--- src/rtl/int_ctrl_if.sv ---
`timescale 1ns/1ps
// int_ctrl_if -- register bus between the MIO decoder and int_ctrl.
//
// Signals
//   addr     [3:0]  byte offset; addr[3:2] selects the register
//   we              write strobe, already decoded for this block
//   data_in  [31:0] CPU write data
//   data_out [31:0] register read data (combinational from addr)
//
// Modports
//   master : bus side (drives addr/we/data_in, reads data_out)
//   slave  : int_ctrl side
interface int_ctrl_if;
  logic [3:0]  addr;
  logic        we;
  logic [31:0] data_in;
  logic [31:0] data_out;

  modport master (output addr, output we, output data_in, input data_out);
  modport slave  (input addr, input we, input data_in, output data_out);
endinterface

--- src/rtl/int_ctrl.sv ---
`timescale 1ns/1ps
// int_ctrl -- six-source interrupt controller with PENDING / MASK / EDGE / ID
// registers on a small MIO register bus.
//
// Ports
//   clk      single clock, rising-edge
//   RSTN     asynchronous active-low reset
//   src[5:0] interrupt sources, bit 0 highest priority
//   bus      int_ctrl_if.slave register bus (addr, we, data_in, data_out)
//   int_     PENDING & MASK, to the CPU interrupt input
//   irq_any  OR of int_
//
// Register map (addr[3:2])
//   0x0 PENDING  read, write-1-to-clear (edge-mode bits only)
//   0x4 MASK     read/write
//   0x8 EDGE     read/write, 1 = rising-edge capture, 0 = level tracking
//   0xC ID       read only: {1, 28'b0, lowest active int_ index}, 0 if none
//
// Build option
//   INT_CTRL_SYNC_EN  when defined, each src bit passes through a two-flop
//                     synchronizer before edge/level capture; otherwise src
//                     is used as-is.
module int_ctrl (
  input  logic             clk,
  input  logic             RSTN,
  input  logic [5:0]       src,
  int_ctrl_if.slave        bus,
  output logic [5:0]       int_,
  output logic             irq_any
);

  localparam int NSRC = 6;

  logic [NSRC-1:0] cond;
  logic [NSRC-1:0] prev;
  logic [NSRC-1:0] pend;
  logic [NSRC-1:0] mask;
  logic [NSRC-1:0] edge_en;

  // ---- stage p0/p1: source conditioning ----
`ifdef INT_CTRL_SYNC_EN
  logic [NSRC-1:0] sync_p0;
  logic [NSRC-1:0] sync_p1;

  always_ff @(posedge clk or negedge RSTN) begin
    if (!RSTN) begin
      sync_p0 <= '0;
      sync_p1 <= '0;
    end else begin
      sync_p0 <= src;
      sync_p1 <= sync_p0;
    end
  end

  assign cond = sync_p1;
`else
  assign cond = src;
`endif

  // ---- register decode ----
  logic wr_pend;
  logic wr_mask;
  logic wr_edge;

  assign wr_pend = bus.we && (bus.addr[3:2] == 2'd0);
  assign wr_mask = bus.we && (bus.addr[3:2] == 2'd1);
  assign wr_edge = bus.we && (bus.addr[3:2] == 2'd2);

  // addr[1:0] and data_in[31:6] carry no meaning for this block
  logic unused_bits;
  assign unused_bits = ^{bus.addr[1:0], bus.data_in[31:NSRC]};

  // ---- capture logic ----
  logic [NSRC-1:0] clr;
  logic [NSRC-1:0] rise;
  logic [NSRC-1:0] pend_nxt;

  assign clr  = wr_pend ? bus.data_in[NSRC-1:0] : '0;
  assign rise = cond & ~prev;

  // Edge-mode bits: a new rise is OR-ed in after the clear, so set wins.
  // Level-mode bits follow the conditioned source and ignore W1C.
  assign pend_nxt = (edge_en & ((pend & ~clr) | rise)) | (~edge_en & cond);

  always_ff @(posedge clk or negedge RSTN) begin
    if (!RSTN) begin
      prev    <= '0;
      pend    <= '0;
      mask    <= '0;
      edge_en <= '0;
    end else begin
      prev <= cond;
      pend <= pend_nxt;
      if (wr_mask) mask    <= bus.data_in[NSRC-1:0];
      if (wr_edge) edge_en <= bus.data_in[NSRC-1:0];
    end
  end

  // ---- outputs ----
  assign int_    = pend & mask;
  assign irq_any = |int_;

  // Lowest active index wins; scan from the top so the last hit is the lowest.
  logic [2:0] id_idx;
  always_comb begin
    id_idx = 3'd0;
    for (int i = NSRC - 1; i >= 0; i--) begin
      if (int_[i]) id_idx = 3'(i);
    end
  end

  logic [31:0] id_word;
  assign id_word = irq_any ? {1'b1, 28'd0, id_idx} : 32'd0;

  always_comb begin
    bus.data_out = 32'd0;
    case (bus.addr[3:2])
      2'd0:    bus.data_out = {26'd0, pend};
      2'd1:    bus.data_out = {26'd0, mask};
      2'd2:    bus.data_out = {26'd0, edge_en};
      default: bus.data_out = id_word;
    endcase
  end

endmodule
--- src/flat_wrapper.sv ---
// flat-port wrapper written by rule: the top's interface ports become plain ports
module int_ctrl_flat 
  (clk, RSTN, src, int_, irq_any, bus_addr, bus_we, bus_data_in, bus_data_out);
  int_ctrl_if bus_i ();
  input  logic clk;
  input  logic RSTN;
  input  logic [5:0] src;
  output logic [5:0] int_;
  output logic irq_any;
  input wire logic [$bits(bus_i.addr)-1:0] bus_addr;
  input wire logic [$bits(bus_i.we)-1:0] bus_we;
  input wire logic [$bits(bus_i.data_in)-1:0] bus_data_in;
  output wire logic [$bits(bus_i.data_out)-1:0] bus_data_out;
  assign bus_i.addr = bus_addr;
  assign bus_i.we = bus_we;
  assign bus_i.data_in = bus_data_in;
  assign bus_data_out = bus_i.data_out;
  int_ctrl u_core (.clk(clk), .RSTN(RSTN), .src(src), .bus(bus_i), .int_(int_), .irq_any(irq_any));
endmodule
--- config.mk ---
export PLATFORM = sky130hd
export DESIGN_NAME = int_ctrl_flat
export DESIGN_NICKNAME = d
export VERILOG_FILES = /design/src/rtl/int_ctrl_if.sv /design/src/rtl/int_ctrl.sv /design/src/flat_wrapper.sv
export SDC_FILE = /design/constraint.sdc
export NUM_CORES = 1
export LEC_CHECK = 0
export CORE_ASPECT_RATIO = 0.9
export CORE_MARGIN = 4
export CORE_UTILIZATION = 39
export DETAILED_ROUTE_END_ITERATION = 12
export GPL_ROUTABILITY_DRIVEN = 0
export GPL_TIMING_DRIVEN = 0
export PLACE_DENSITY = 0.88
export SLEW_MARGIN = 10
export SYNTH_ARGS = -nofsm -noshare
export SYNTH_HDL_FRONTEND = slang
export SYNTH_SLANG_ARGS = --single-unit
--- constraint.sdc ---
create_clock -name clk -period 2.88 [get_ports clk]
set_input_delay 0.432 -clock clk [delete_from_list [all_inputs] [get_ports clk]]
set_output_delay 0.432 -clock clk [all_outputs]
set_load 0.02 [all_outputs]
==> results.toml <==
[setup_path]
start_kind = "register"
end_kind = "output pin"
critPathKind = "register to output pin"
cp.required_ps = 2450
worstPathMaxFanout = 4
worstPathArrival_ps = 2000

[clock_network]
hold_buffers = 0
cts_setup_buffers = 0
cts.clk_slew.worst_paths_ps = 80
clkSinkCount = 24
cts_resized = 0
root_buffer = "clkbuf_8"
htree_levels = 1
clk_latency_ps = 260
clockBufferDepth = 2
cts_inserted_buffers = 3
cts_tree = "built"

[drt]
drtIter0Drc = 42
vias = 973
drc = 0
firstDrtPassIters = 4
viasPerCell = 4.423
final_antenna_net_count = 0
wl_per_cell_um = 12.47
totalWireLength_um = 2744

[sta]
finalMaxSlewViolations = 0
worst_slew_pin_slew_ps = 1041
min_period_over_period = 0.8460
post-route-min-period_ps = 2436
skew_ps = 4.202
fmaxAchievable_mhz = 410.4
finalHoldViolCount = 0
worst_slack_ps = 443.5
slew-limit-headroom = 0.3038
finalSetupViolCount = 0
totalNegativeSetupSlack_ps = 0
rsz0062_at_grt = "false"

[pwr]
pwr-share-clk = 0.265
p_int_mw = 0.7665
power.leakage_nw = 0.9119
seqPwrFrac = 0.397
p_total_mw = 1.091
p_per_area_nw_per_um2 = 592.6
peakVddDrop_mv = 0.3769
p_sw_frac = 0.2977
switching_power_mw = 0.3249
p_comb_frac = 0.338

[global_route]
grt_pass1_vias = 910
grt_overflow_total = 0
grt_first_pass_wirelength_um = 4505
grt_use_total = 0.1244
grt_start_max_net_pins = 25
antenna_found_initial = 0

[die]
rows = 19
fp.dieArea_um2 = 4461
die_w_um = 69.96
start_util = 0.4230
pin_count = 84
coreArea_um2 = 3186
die_h_um = 63.77

[cells_and_area]
postLayoutCellArea_um2 = 1842
syn2layout_area_growth_pct = 36.68
fillers = 283
drive_gt1_frac = 0.2753
n_antenna_cell = 0
final_nets = 224

[yosys]
syn_area_um2 = 1348
synth_cell_types = 23
synth_top_area_cell = "dfrtp_1"
synth.area.top_cells = "dfrtp_1 (45%), buf_4 (14%), mux2_4 (6.7%)"
synthCells = 122
avgSynthCellArea_um2 = 11.05
yosysSeqAreaShare = 0.4457
ys_seq_elements = 24
ys.warnings.count = 0
synth_top_area_share = 0.4457

[placement]
pre_cts_ws_ps = 691.7
postPlaceCellArea_um2 = 1770
dp_hpwl_um = 2081
io_buffers = 28

[min_path]
hold_class = "register to register"

[status]
status = "finished clean"

[run]
maxCapViolations = 0
synth_stat cells:
master	number
a32o_1	6
o21ai_0	4
buf_4	26
a211oi_1	1
nand3b_1	1
nand2_1	22
nor3b_4	1
nor2b_1	1
mux4_2	2
inv_1	7
dfrtp_1	24
nand2_4	1
nand3_1	1
or3_1	1
conb_1	1
buf_6	1
o22ai_1	1
a21oi_1	3
mux2_4	6
mux2_2	7
mux2i_1	3
nor2b_4	1
nand4_1	1
final timing paths:
| check | from | end | slack, ps | cells after the start |
|---|---|---|---|---|
| setup / recovery | u_core.pend[3] | bus_data_out[2] | 440 | 5 |
| hold / removal | u_core.mask[5] | u_core.mask[5] | 550 | 1 |
| setup reg to reg | u_core.edge_en[1] | u_core.edge_en[1] | 2080 | 1 |
| hold reg to reg | u_core.mask[5] | u_core.mask[5] | 550 | 1 |
| max in group asynchronous | RSTN | u_core.edge_en[5] | 1520 | 1 |
| min in group asynchronous | RSTN | u_core.prev[2] | 730 | 1 |
logic make-up after synthesis:
family	after synthesis	synth area share
AO/OA/AOI/OAI	15	0.08078
buffers and inverters	34	0.1727
flip-flops	24	0.4457
multiplexers	18	0.1811
other	1	0.002783
AND/OR/NAND/NOR	30	0.1170
per-layer routing:
layer  GRT usage  wire length, µm
met2      0.1804             1214
met1      0.1826             1255
met3     0.04545              267
met5           0                0
met4     0.01675                7
power by group through the flow:
stage                     Sequential, mW  Clock, mW  Combinational, mW
after floorplan                    0.425          0              0.243
after global placement             0.435          0              0.362
after detailed placement           0.439          0              0.368
after CTS                          0.433      0.297              0.370
after global routing               0.440      0.309              0.399
final                              0.433      0.289              0.369
layout make-up:
type | instances | area (µm²) | area share
clock inverter | 1 | 30.03 | 0.01630
sequential | 24 | 600.6 | 0.3261
buffer | 27 | 206.4 | 0.1121
timing repair buffer | 28 | 280.3 | 0.1522
multi-input combinational | 88 | 604.3 | 0.3281
clock buffer | 3 | 41.29 | 0.02242
inverter | 7 | 26.28 | 0.01427
tap | 42 | 52.55 | 0.02853
sequential cells by signal, summed over array words and instances, names as in the netlist:
name / cells
u_core.mask: 6
u_core.prev: 6
u_core.pend: 6
u_core.edge_en: 6
critical path, cell delays in order (launching register included):
cell and delay (ps):
dfrtp_1 390, nand2_1 160, nand4_1 140, a21oi_1 50, mux4_2 450, clkdlybuf4s50_1 550
layout by cell type (no fill, tap or decap), drive strengths merged:
cell type / count
mux2i: 3
o22ai: 1
o21ai: 4
inv: 7
nand3b: 1
mux2: 13
nand4: 1
buf: 27
nand3: 1
or3: 1
a32o: 6
mux4: 2
a211oi: 1
clkdlybuf4s50: 28
conb: 25
bufinv: 1
clkbuf: 3
nand2: 23
nor3b: 1
a21oi: 3
dfrtp: 24
nor2b: 2
stage by stage:
| stage | cells | util | hold slack [ps] |
|---|---|---|---|
| final | 220 | 0.5782 | 548.9 |
| after global routing | 220 | 0.5782 | 571.0 |
| after CTS | 220 | 0.5782 | 550.3 |
| after detailed placement | 216 | 0.5558 | 530.7 |
| after global placement | 216 | 0.5558 | 516.4 |
| after floorplan | 146 | - | 136.4 |
Note: power is estimated with default switching activity, not from simulation.
